File: config.mk
export PLATFORM = sky130hd
export DESIGN_NAME = axi_m_if_flat
export DESIGN_NICKNAME = d
export VERILOG_FILES = /design/src/rtl/axi_m_if_pkg.sv /design/src/rtl/axi_m_if_if.sv /design/src/rtl/axi_m_if.sv /design/src/flat_wrapper.sv
export SDC_FILE = /design/constraint.sdc
export NUM_CORES = 1
export LEC_CHECK = 0
export BUFFER_PORTS_ARGS = -buffer_cell sky130_fd_sc_hd__buf_2
export CORE_AREA = 2 2 115 117
export DETAILED_ROUTE_END_ITERATION = 8
export DIE_AREA = 0 0 117 119
export PLACE_DENSITY = 0.69
export SLEW_MARGIN = 20
export SYNTH_ARGS = -nofsm -noshare
export SYNTH_HDL_FRONTEND = slang
export SYNTH_SLANG_ARGS = --single-unit
File: constraint.sdc
create_clock -name CPU_CLK_i -period 1.6 [get_ports CPU_CLK_i]
set_input_delay 0.48 -clock CPU_CLK_i [delete_from_list [all_inputs] [get_ports CPU_CLK_i]]
set_output_delay 0.48 -clock CPU_CLK_i [all_outputs]
set_load 0.02 [all_outputs]
File: src/rtl/axi_m_if_pkg.sv
// -----------------------------------------------------------------------------
// axi_m_if_pkg
// Shared AXI4 widths, encodings and FSM state type for the CPU-side AXI
// initiator port (axi_m_if) and its bus interface (axi_m_if_if).
// No ports; import with `import axi_m_if_pkg::*;`.
// -----------------------------------------------------------------------------
package axi_m_if_pkg;

    localparam int AXI_ID_BITS   = 4;
    localparam int AXI_ADDR_BITS = 32;
    localparam int AXI_DATA_BITS = 32;
    localparam int AXI_STRB_BITS = 4;
    localparam int AXI_LEN_BITS  = 4;
    localparam int AXI_SIZE_BITS = 3;

    localparam logic [1:0] BURST_INCR  = 2'b01;
    localparam logic [1:0] RESP_OKAY   = 2'b00;
    localparam logic [1:0] RESP_SLVERR = 2'b10;
    localparam logic [1:0] RESP_DECERR = 2'b11;

    // Every beat is one full 32-bit word.
    localparam logic [AXI_SIZE_BITS-1:0] SIZE_4B = 3'b010;

    typedef enum logic [2:0] {
        IDLE,
        AR,
        R,
        WR,
        B
    } axi_m_state_e;

    // Anything other than OKAY counts as a failed response.
    function automatic logic resp_bad(input logic [1:0] resp);
        return resp != RESP_OKAY;
    endfunction

endpackage

File: src/rtl/axi_m_if_if.sv
// -----------------------------------------------------------------------------
// axi_m_if_if
// The five AXI4 channels (AR, R, AW, W, B) between one initiator and one
// crossbar slave port.
//   modport master : drives AR*/AW*/W* payload+valid, RREADY, BREADY
//   modport slave  : drives ARREADY/AWREADY/WREADY and R*/B* payload+valid
// -----------------------------------------------------------------------------
interface axi_m_if_if;
    import axi_m_if_pkg::*;

    // AR channel
    logic [AXI_ID_BITS-1:0]   arid;
    logic [AXI_ADDR_BITS-1:0] araddr;
    logic [AXI_LEN_BITS-1:0]  arlen;
    logic [AXI_SIZE_BITS-1:0] arsize;
    logic [1:0]               arburst;
    logic                     arvalid;
    logic                     arready;
    // R channel
    logic [AXI_ID_BITS-1:0]   rid;
    logic [AXI_DATA_BITS-1:0] rdata;
    logic [1:0]               rresp;
    logic                     rlast;
    logic                     rvalid;
    logic                     rready;
    // AW channel
    logic [AXI_ID_BITS-1:0]   awid;
    logic [AXI_ADDR_BITS-1:0] awaddr;
    logic [AXI_LEN_BITS-1:0]  awlen;
    logic [AXI_SIZE_BITS-1:0] awsize;
    logic [1:0]               awburst;
    logic                     awvalid;
    logic                     awready;
    // W channel
    logic [AXI_DATA_BITS-1:0] wdata;
    logic [AXI_STRB_BITS-1:0] wstrb;
    logic                     wlast;
    logic                     wvalid;
    logic                     wready;
    // B channel
    logic [AXI_ID_BITS-1:0]   bid;
    logic [1:0]               bresp;
    logic                     bvalid;
    logic                     bready;

    modport master (
        output arid, araddr, arlen, arsize, arburst, arvalid,
        input  arready,
        input  rid, rdata, rresp, rlast, rvalid,
        output rready,
        output awid, awaddr, awlen, awsize, awburst, awvalid,
        input  awready,
        output wdata, wstrb, wlast, wvalid,
        input  wready,
        input  bid, bresp, bvalid,
        output bready
    );

    modport slave (
        input  arid, araddr, arlen, arsize, arburst, arvalid,
        output arready,
        output rid, rdata, rresp, rlast, rvalid,
        input  rready,
        input  awid, awaddr, awlen, awsize, awburst, awvalid,
        output awready,
        input  wdata, wstrb, wlast, wvalid,
        output wready,
        output bid, bresp, bvalid,
        input  bready
    );

endinterface

File: src/rtl/axi_m_if.sv
// -----------------------------------------------------------------------------
// axi_m_if
// AXI4 initiator port: turns a CPU request (single-beat write or INCR burst
// read) into AR/R or AW/W/B transactions, one transaction outstanding.
//
// Ports
//   CPU_CLK_i, CPU_RST_i   clock, synchronous active-high reset
//   req_i/we_i/addr_i/len_i/wdata_i/wstrb_i   CPU request (taken on req_i && ready_o)
//   ready_o                idle, request can be accepted
//   rvalid_o/rdata_o       one-cycle pulse + registered data per read beat
//   done_o                 one-cycle pulse at transaction end
//   err_o/err_clr_i        sticky error flag and its clear
//   axi                    axi_m_if_if.master, the five AXI channels
//
// Build option: define AXI_M_ERR_EN to enable response/ID/beat-count error
// detection on err_o; otherwise err_o is tied low and err_clr_i is ignored.
// -----------------------------------------------------------------------------
module axi_m_if
    import axi_m_if_pkg::*;
#(
    parameter logic [AXI_ID_BITS-1:0] MST_ID = 4'h0
) (
    input  logic                     CPU_CLK_i,
    input  logic                     CPU_RST_i,
    input  logic                     req_i,
    input  logic                     we_i,
    input  logic [AXI_ADDR_BITS-1:0] addr_i,
    input  logic [AXI_LEN_BITS-1:0]  len_i,
    input  logic [AXI_DATA_BITS-1:0] wdata_i,
    input  logic [AXI_STRB_BITS-1:0] wstrb_i,
    output logic                     ready_o,
    output logic                     rvalid_o,
    output logic [AXI_DATA_BITS-1:0] rdata_o,
    output logic                     done_o,
    output logic                     err_o,
    input  logic                     err_clr_i,
    axi_m_if_if.master               axi
);

    axi_m_state_e state, state_nx;

    logic [AXI_ADDR_BITS-1:0] addr_q;
    logic [AXI_LEN_BITS-1:0]  len_q;
    logic [AXI_DATA_BITS-1:0] wdata_q;
    logic [AXI_STRB_BITS-1:0] wstrb_q;
    logic [AXI_LEN_BITS-1:0]  beat_cnt;
    logic                     aw_done;
    logic                     w_done;

    logic accept, ar_hs, r_hs, aw_hs, w_hs, b_hs, aw_fin, w_fin;

    // ---------------------------------------------------------------
    // Channel control. VALID/READY come straight from the state
    // register and the per-channel done flags, so no *READY_i ever
    // reaches a *VALID_o combinationally.
    // ---------------------------------------------------------------
    assign ready_o     = (state == IDLE);
    assign axi.arvalid = (state == AR);
    assign axi.rready  = (state == R);
    assign axi.awvalid = (state == WR) && !aw_done;
    assign axi.wvalid  = (state == WR) && !w_done;
    assign axi.bready  = (state == B);

    assign accept = req_i && ready_o;
    assign ar_hs  = axi.arvalid && axi.arready;
    assign r_hs   = axi.rvalid  && axi.rready;
    assign aw_hs  = axi.awvalid && axi.awready;
    assign w_hs   = axi.wvalid  && axi.wready;
    assign b_hs   = axi.bvalid  && axi.bready;

    // AW and W finish independently; either may land first or both together.
    assign aw_fin = aw_done || aw_hs;
    assign w_fin  = w_done  || w_hs;

    // Request payload, held stable from accept until the handshake.
    assign axi.arid    = MST_ID;
    assign axi.araddr  = addr_q;
    assign axi.arlen   = len_q;
    assign axi.arsize  = SIZE_4B;
    assign axi.arburst = BURST_INCR;

    assign axi.awid    = MST_ID;
    assign axi.awaddr  = addr_q;
    assign axi.awlen   = '0;
    assign axi.awsize  = SIZE_4B;
    assign axi.awburst = BURST_INCR;

    assign axi.wdata   = wdata_q;
    assign axi.wstrb   = wstrb_q;
    assign axi.wlast   = 1'b1;

    // ---------------------------------------------------------------
    // FSM
    // ---------------------------------------------------------------
    always_ff @(posedge CPU_CLK_i) begin
        if (CPU_RST_i) state <= IDLE;
        else           state <= state_nx;
    end

    always_comb begin
        state_nx = state;
        case (state)
            IDLE: if (req_i)          state_nx = we_i ? WR : AR;
            AR:   if (axi.arready)    state_nx = R;
            // The burst ends on RLAST only; the beat count is not consulted.
            R:    if (r_hs && axi.rlast) state_nx = IDLE;
            WR:   if (aw_fin && w_fin) state_nx = B;
            B:    if (axi.bvalid)     state_nx = IDLE;
            default:                  state_nx = IDLE;
        endcase
    end

    // ---------------------------------------------------------------
    // Capture registers, beat counter and CPU-side pulses
    // ---------------------------------------------------------------
    always_ff @(posedge CPU_CLK_i) begin
        if (CPU_RST_i) begin
            addr_q   <= '0;
            len_q    <= '0;
            wdata_q  <= '0;
            wstrb_q  <= '0;
            beat_cnt <= '0;
            aw_done  <= 1'b0;
            w_done   <= 1'b0;
            rdata_o  <= '0;
            rvalid_o <= 1'b0;
            done_o   <= 1'b0;
        end else begin
            rvalid_o <= 1'b0;
            done_o   <= 1'b0;

            if (accept) begin
                addr_q  <= addr_i;
                len_q   <= len_i;
                wdata_q <= wdata_i;
                wstrb_q <= wstrb_i;
                aw_done <= 1'b0;
                w_done  <= 1'b0;
            end

            if (aw_hs) aw_done <= 1'b1;
            if (w_hs)  w_done  <= 1'b1;

            if (ar_hs) beat_cnt <= '0;

            if (r_hs) begin
                rdata_o  <= axi.rdata;
                rvalid_o <= 1'b1;
                beat_cnt <= beat_cnt + 4'd1;
                if (axi.rlast) done_o <= 1'b1;
            end

            if (b_hs) done_o <= 1'b1;
        end
    end

    // ---------------------------------------------------------------
    // Error flag
    // ---------------------------------------------------------------
`ifdef AXI_M_ERR_EN
    logic err_set;
    logic err_q;

    // beat_cnt holds the number of beats before the current one, so the
    // RLAST beat is correct exactly when beat_cnt equals the latched len.
    always_comb begin
        err_set = 1'b0;
        if (r_hs && (resp_bad(axi.rresp) || axi.rid != MST_ID ||
                     (axi.rlast && beat_cnt != len_q)))
            err_set = 1'b1;
        if (b_hs && (resp_bad(axi.bresp) || axi.bid != MST_ID))
            err_set = 1'b1;
    end

    // Set has priority over clear in the same cycle.
    always_ff @(posedge CPU_CLK_i) begin
        if (CPU_RST_i)      err_q <= 1'b0;
        else if (err_set)   err_q <= 1'b1;
        else if (err_clr_i) err_q <= 1'b0;
    end

    assign err_o = err_q;
`else
    logic unused_err_inputs;
    assign unused_err_inputs = ^{err_clr_i, axi.rresp, axi.rid,
                                 axi.bresp, axi.bid, beat_cnt};
    assign err_o = 1'b0;
`endif

endmodule

File: src/flat_wrapper.sv
// flat-port wrapper written by rule: the top's interface ports become plain ports
module axi_m_if_flat import axi_m_if_pkg::*;
#(
    parameter logic [AXI_ID_BITS-1:0] MST_ID = 4'h0
)
  (CPU_CLK_i, CPU_RST_i, req_i, we_i, addr_i, len_i, wdata_i, wstrb_i, ready_o, rvalid_o, rdata_o, done_o, err_o, err_clr_i, axi_arid, axi_araddr, axi_arlen, axi_arsize, axi_arburst, axi_arvalid, axi_arready, axi_rid, axi_rdata, axi_rresp, axi_rlast, axi_rvalid, axi_rready, axi_awid, axi_awaddr, axi_awlen, axi_awsize, axi_awburst, axi_awvalid, axi_awready, axi_wdata, axi_wstrb, axi_wlast, axi_wvalid, axi_wready, axi_bid, axi_bresp, axi_bvalid, axi_bready);
  axi_m_if_if axi_i ();
  input  logic CPU_CLK_i;
  input  logic CPU_RST_i;
  input  logic req_i;
  input  logic we_i;
  input  logic [AXI_ADDR_BITS-1:0] addr_i;
  input  logic [AXI_LEN_BITS-1:0] len_i;
  input  logic [AXI_DATA_BITS-1:0] wdata_i;
  input  logic [AXI_STRB_BITS-1:0] wstrb_i;
  output logic ready_o;
  output logic rvalid_o;
  output logic [AXI_DATA_BITS-1:0] rdata_o;
  output logic done_o;
  output logic err_o;
  input  logic err_clr_i;
  output wire logic [$bits(axi_i.arid)-1:0] axi_arid;
  output wire logic [$bits(axi_i.araddr)-1:0] axi_araddr;
  output wire logic [$bits(axi_i.arlen)-1:0] axi_arlen;
  output wire logic [$bits(axi_i.arsize)-1:0] axi_arsize;
  output wire logic [$bits(axi_i.arburst)-1:0] axi_arburst;
  output wire logic [$bits(axi_i.arvalid)-1:0] axi_arvalid;
  input wire logic [$bits(axi_i.arready)-1:0] axi_arready;
  input wire logic [$bits(axi_i.rid)-1:0] axi_rid;
  input wire logic [$bits(axi_i.rdata)-1:0] axi_rdata;
  input wire logic [$bits(axi_i.rresp)-1:0] axi_rresp;
  input wire logic [$bits(axi_i.rlast)-1:0] axi_rlast;
  input wire logic [$bits(axi_i.rvalid)-1:0] axi_rvalid;
  output wire logic [$bits(axi_i.rready)-1:0] axi_rready;
  output wire logic [$bits(axi_i.awid)-1:0] axi_awid;
  output wire logic [$bits(axi_i.awaddr)-1:0] axi_awaddr;
  output wire logic [$bits(axi_i.awlen)-1:0] axi_awlen;
  output wire logic [$bits(axi_i.awsize)-1:0] axi_awsize;
  output wire logic [$bits(axi_i.awburst)-1:0] axi_awburst;
  output wire logic [$bits(axi_i.awvalid)-1:0] axi_awvalid;
  input wire logic [$bits(axi_i.awready)-1:0] axi_awready;
  output wire logic [$bits(axi_i.wdata)-1:0] axi_wdata;
  output wire logic [$bits(axi_i.wstrb)-1:0] axi_wstrb;
  output wire logic [$bits(axi_i.wlast)-1:0] axi_wlast;
  output wire logic [$bits(axi_i.wvalid)-1:0] axi_wvalid;
  input wire logic [$bits(axi_i.wready)-1:0] axi_wready;
  input wire logic [$bits(axi_i.bid)-1:0] axi_bid;
  input wire logic [$bits(axi_i.bresp)-1:0] axi_bresp;
  input wire logic [$bits(axi_i.bvalid)-1:0] axi_bvalid;
  output wire logic [$bits(axi_i.bready)-1:0] axi_bready;
  assign axi_arid = axi_i.arid;
  assign axi_araddr = axi_i.araddr;
  assign axi_arlen = axi_i.arlen;
  assign axi_arsize = axi_i.arsize;
  assign axi_arburst = axi_i.arburst;
  assign axi_arvalid = axi_i.arvalid;
  assign axi_i.arready = axi_arready;
  assign axi_i.rid = axi_rid;
  assign axi_i.rdata = axi_rdata;
  assign axi_i.rresp = axi_rresp;
  assign axi_i.rlast = axi_rlast;
  assign axi_i.rvalid = axi_rvalid;
  assign axi_rready = axi_i.rready;
  assign axi_awid = axi_i.awid;
  assign axi_awaddr = axi_i.awaddr;
  assign axi_awlen = axi_i.awlen;
  assign axi_awsize = axi_i.awsize;
  assign axi_awburst = axi_i.awburst;
  assign axi_awvalid = axi_i.awvalid;
  assign axi_i.awready = axi_awready;
  assign axi_wdata = axi_i.wdata;
  assign axi_wstrb = axi_i.wstrb;
  assign axi_wlast = axi_i.wlast;
  assign axi_wvalid = axi_i.wvalid;
  assign axi_i.wready = axi_wready;
  assign axi_i.bid = axi_bid;
  assign axi_i.bresp = axi_bresp;
  assign axi_i.bvalid = axi_bvalid;
  assign axi_bready = axi_i.bready;
  axi_m_if #(.MST_ID(MST_ID)) u_core (.CPU_CLK_i(CPU_CLK_i), .CPU_RST_i(CPU_RST_i), .req_i(req_i), .we_i(we_i), .addr_i(addr_i), .len_i(len_i), .wdata_i(wdata_i), .wstrb_i(wstrb_i), .ready_o(ready_o), .rvalid_o(rvalid_o), .rdata_o(rdata_o), .done_o(done_o), .err_o(err_o), .err_clr_i(err_clr_i), .axi(axi_i));
endmodule
==> results of run 1 <==
-- worst paths after layout --
path	slack [ns]	end	start	cells past startpoint
setup / recovery	-0.14	u_core.axi.araddr[24]	u_core.state[1]	6
hold / removal	0.36	u_core.axi.wdata[15]	wdata_i[15]	3
setup reg to reg	-0.14	u_core.axi.araddr[24]	u_core.state[1]	6
hold reg to reg	0.45	u_core.axi.arlen[2]	u_core.axi.arlen[2]	2
-- layout make-up --
class                           count  area (µm²)
Antenna cell                        1        2.50
Clock buffer                       10         229
Clock inverter                      6        43.8
Timing Repair Buffer              302        1970
Fill cell                        1237        6090
Multi-Input combinational cell    371        2090
Inverter                            1        3.75
Sequential cell                   111        2230
Tap cell                          176         220
-- power breakdown --
part / internal, mW / switching [mW] / leakage, nW
Sequential: 2.94 / 0.132 / 0.909
Combinational: 0.761 / 1.03 / 2.27
Clock: 1.07 / 1.04 / 0.133
-- synthesized netlist by cell type, types with 2 or more instances --
master / number
nand2_1: 211
dfxtp_1: 111
a21oi_1: 108
buf_4: 56
clkbuf_1: 18
buf_2: 15
buf_6: 6
nor2_1: 5
a22oi_1: 2
conb_1: 2
nand2b_1: 2
nor2b_1: 2
nor3b_1: 2
nor4bb_1: 2
or3b_2: 2
-- layer usage --
metal  wire (µm)  part of all wire, %
met3         924                  6.8
met1        5800                   42
met5          21                 0.15
met2        6680                   49
met4         257                  1.9
-- logic make-up (layout without fill, tap and decap cells) --
logic type             Yosys count  after routing  share of synthesized area (%)
other                            2             25                          0.171
flip-flops                     111            111                           50.6
AND/OR/NAND/NOR                232            233                           21.4
buffers and inverters           96            319                           14.4
AO/OA/AOI/OAI                  114            114                           13.4
-- sequential cells by signal, indices dropped and copies added (netlist names) --
register and cells:
u_core.aw_done 1, u_core.axi.araddr 32, u_core.rvalid_o 1, u_core.axi.arlen 4
u_core.w_done 1, u_core.axi.wdata 32, u_core.done_o 1, u_core.rdata_o 32
u_core.axi.wstrb 4, u_core.state 3
-- what timing repair did --
action,in CTS,in global routing
setup buffers,7,8
pin swaps,1,62
gates resized for setup,19,131
endpoints found under the setup margin,6,81
gates cloned,0,14
-- worst reg2reg max path, stage by stage (launching register included) --
cell and delay (ns):
dfxtp_4 0.37, buf_6 0.12, buf_6 0.12, or4b_4 0.64, clkbuf_16 0.24, nand2_1 0.08, a21oi_1 0.06
==> results.txt, run 1 <==
Mean Syn Cell Area = 7.91 µm²
Vias per cell = 4.49
Number of port buffers = 257
Global-route wire length before repair = 17800 µm
Setup Viol. Count Final = 80
WHS = 0.361 ns
RSZ-0062 raised after global routing = true
Critical path's top delay family = simple AND/OR/NAND/NOR gates
DRT Wirelength = 13700 µm
Slew Viols, Final = 0
Gr busiest metal = met2
CTS clk-pin slew, worst paths = 0.08 ns
Placer Congestion = 0.753
Sink Count = 111
Clk Latency, worst-skew pair = 0.34 ns
Inserted Clock Buffers = 9
Clock Path Buffers = 2
Startpoint Class = register
Tot Pwr = 6.97 mW
CTS root buffer = clkbuf_16
I/O Pins = 295
Final worst slack = -0.137 ns
EDFF count, synth = 0
Cell count after synthesis = 555
Synth cell types = 26
Largest net degree at the start of global routing = 69
WP data arrival = 1.96 ns
Largest cells by area after synthesis = dfxtp_1, nand2_1, a21oi_1
Die H = 119 µm
Total gr overflow = 0
P_leak = 3.31 nW
Most frequent CP cell = buf_6
Share of layout cells above drive strength 1 = 51.6%
Aggregate negative setup slack = -6.86 ns
Crit path required time = 1.82 ns
Post-route ant nets = 0
Slowest cell on crit path = or4b_4
Worst slack at placement = 0.0332 ns
Dpl cells = 932
Crit-path max cell delay = 0.64 ns
CP Class = reg2reg
Most frequent cells in the layout = buf_2, nand2_1, dfxtp_1
Layout Skew = 0.00769 ns
Finished Cell Area = 6790 µm²
Critical Path End Type = register
GR Util met1 = 18.9%
Commonest non-fill, non-tap cell in the layout = buf_2
H-tree Lvls = 3
Post-Route Utilization = 52.7%
Pwr/cell area = 1030 nW/µm²
1st-iter DRT viols = 149
Final std cells w/o fill = 978
Hold_buf cts = 0
Vias in the first global route = 3691
Final #Nets = 923
Dpl cell area = 5590 µm²
Max-Cap Viols = 0
GR Util met2 = 27.5%
Post-synthesis async set-or-reset flop share = 0%
Syn Std Cell Area = 4390 µm²
# DRC = 0
Worst path bufs/invs = 3
DRT Pass-1 Iters = 4
Final hold violations = 0
Die W = 117 µm
Fmax = 576 MHz
Synth top area share = 50.6%
Overall Global Routing Usage = 16.1%
HP Class = in2reg
Grt met3 use = 4.78%
Total die area = 13900 µm²
#FFs+latches synth = 111
Initial antenna violation count = 3
Routed len/inst = 14.0 µm
Max IR drop VDD = 592 µV
Initial core utilization = 34.1%
Detailed-route via count = 4390
# rows = 42
Synthesis warning total = 0
Post-DP HPWL = 8220 µm
Status = finished with violations
Post-synthesis sequential area ratio = 50.6%
Core area = 12900 µm²
Final Cycle Share = 109%
Area leader, netlist = dfxtp_1
Tmin final = 1.74 ns
Area grow syn2layout = 54.6%
Failing checks = setup timing
Ys flop type = dfxtp_1
Worst Path Max Fanout = 8
Critical Path, Cell by Cell = buf_6 > buf_6 > or4b_4 > clkbuf_16 > nand2_1 > a21oi_1
CTS tree = done
Power figures use the tool's default switching activity.
==> run 2: changes to the inputs <==
RECOVER_POWER = 100   (was not set)
TNS_END_PERCENT = 10   (was not set)
==> run 2 against run 1 <==
Net effect: the flow still finishes with violations (setup timing); combinational power down 25%; worst hold slack improved by 0.0055 ns; cell count is 2.6% lower; clock power barely moved; final area is 12% lower; first-iteration DRC count is 7.4% higher; sequential share of layout area increased by 4.5 points; clock skew grew 0.0012 ns; sequential power about the same; global-route usage decreased by 0.21 points; total power is 7.2% lower.
==> results.txt, run 2 (synthesis results as in run 1) <==
WHS = 0.366 ns
Fmax = 576 MHz
Post-route ant nets = 0
Reg2Reg Setup Slack = 0.09 ns
HP Class = in2reg
Critical Path End Type = output port
# DRC = 0
Area grow syn2layout = 35.8%
P_leak = 2.90 nW
Final Cycle Share = 108%
Share of layout cells above drive strength 1 = 39.6%
Die H = 119 µm
Post-Route Utilization = 46.3%
CTS clk-pin slew, worst paths = 0.08 ns
Hold_buf cts = 0
Placer Congestion = 0.753
Sink Count = 111
Routed len/inst = 12.1 µm
Vias per cell = 4.34
I/O Pins = 295
Die W = 117 µm
Overall Global Routing Usage = 15.9%
Cell internal pwr = 4.50 mW
NetSw = 1.96 mW
Aggregate negative setup slack = -0.583 ns
Layout Skew = 0.00887 ns
Clock Path Buffers = 2
Core area = 12900 µm²
DRT Wirelength = 11500 µm
CTS tree = done
Dpl cells = 932
CP Class = reg2out
Most frequent cells in the layout = buf_2, nand2_1, dfxtp_1
WP data arrival = 1.26 ns
Pwr/cell area = 1080 nW/µm²
Tmin final = 1.74 ns
Combinational power share = 20.7%
Global-route wire length before repair = 17600 µm
DRT Pass-1 Iters = 4
Worst Path Max Fanout = 7
Max-Cap Viols = 0
Switching share of power = 30.4%
Post-DP HPWL = 8220 µm
Detailed-route via count = 4138
Largest net degree at the start of global routing = 69
Sequential share of power = 47.0%
Final worst slack = -0.135 ns
Failing checks = setup timing
H-tree Lvls = 3
1st-iter DRT viols = 160
Final #Nets = 898
Number of port buffers = 257
Crit path required time = 1.12 ns
Final hold violations = 0
Final std cells w/o fill = 953
Total die area = 13900 µm²
Commonest non-fill, non-tap cell in the layout = buf_2
Startpoint Class = register
Initial core utilization = 34.1%
Clk Latency, worst-skew pair = 0.34 ns
RSZ-0062 raised after global routing = true
Initial antenna violation count = 3
Status = finished with violations
Vias in the first global route = 3655
Tot Pwr = 6.46 mW
Inserted Clock Buffers = 9
Slew Viols, Final = 0
CTS root buffer = clkbuf_16
Power share of the clock group = 32.3%
Setup Viol. Count Final = 6
# rows = 42
Total gr overflow = 0
Max IR drop VDD = 610 µV
==> run 2: cell types whose count changed in the layout (fill, tap and decap cells not counted), sizes merged <==
cell    previous run  this run
or4b               2         1
clkbuf            19        10
buf              293       278
==> run 2: final timing paths <==
kind	cells past startpoint	startpoint	end
hold reg to reg	2	u_core.axi.arlen[2]	u_core.axi.arlen[2]
setup reg to reg	5	u_core.state[1]	u_core.axi.wdata[14]
setup / recovery	3	u_core.state[2]	axi_awvalid
hold / removal	3	wdata_i[12]	u_core.axi.wdata[12]
==> run 2: power by group through the flow <==
stage | Sequential [mW] | Clock (mW) | Combinational, mW
finish | 3.04 | 2.09 | 1.34
floorplan | 3.30 | 0 | 0.723
detailed placement | 3.11 | 0 | 1.33
CTS | 3.04 | 2.19 | 1.34
global placement | 3.10 | 0 | 1.32
global route | 3.07 | 2.28 | 1.47
==> run 2: area by class of cell <==
| type | instances | area (µm²) |
|---|---|---|
| sequential | 111 | 2230 |
| clock inverter | 6 | 43.8 |
| antenna | 1 | 2.50 |
| tap | 176 | 220 |
| multi-input combinational | 370 | 1680 |
| clock buffer | 10 | 229 |
| inverter | 1 | 3.75 |
| fill | 1322 | 6910 |
| timing repair buffer | 278 | 1560 |
==> run 2: stage by stage <==
stage                     cell area (µm²)  setup slack (ns)
after floorplan                      4470            0.0116
after CTS                            5920            -0.148
final                                5960            -0.135
after global placement               5590            0.0463
after global routing                 5960            -0.216
after detailed placement             5590            0.0332
==> run 2: critical path: stages (launching register included) <==
cell,delay (ns)
dfxtp_4,0.38
nand3b_1,0.24
nor2_1,0.15
buf_4,0.15
==> run 2: repair_timing <==
item / in CTS / in global routing
pin swaps: 1 / 3
endpoints found under the setup margin: 6 / 13
setup buffers: 2 / 2
gates resized for setup: 16 / 6
==> run 2: layer usage <==
| layer | part of all wire, % | GRT usage, % |
|---|---|---|
| met2 | 49 | 26.9 |
| met4 | 1.6 | 5.88 |
| met5 | 0.18 | 0 |
| met3 | 7.7 | 4.83 |
| met1 | 42 | 18.6 |
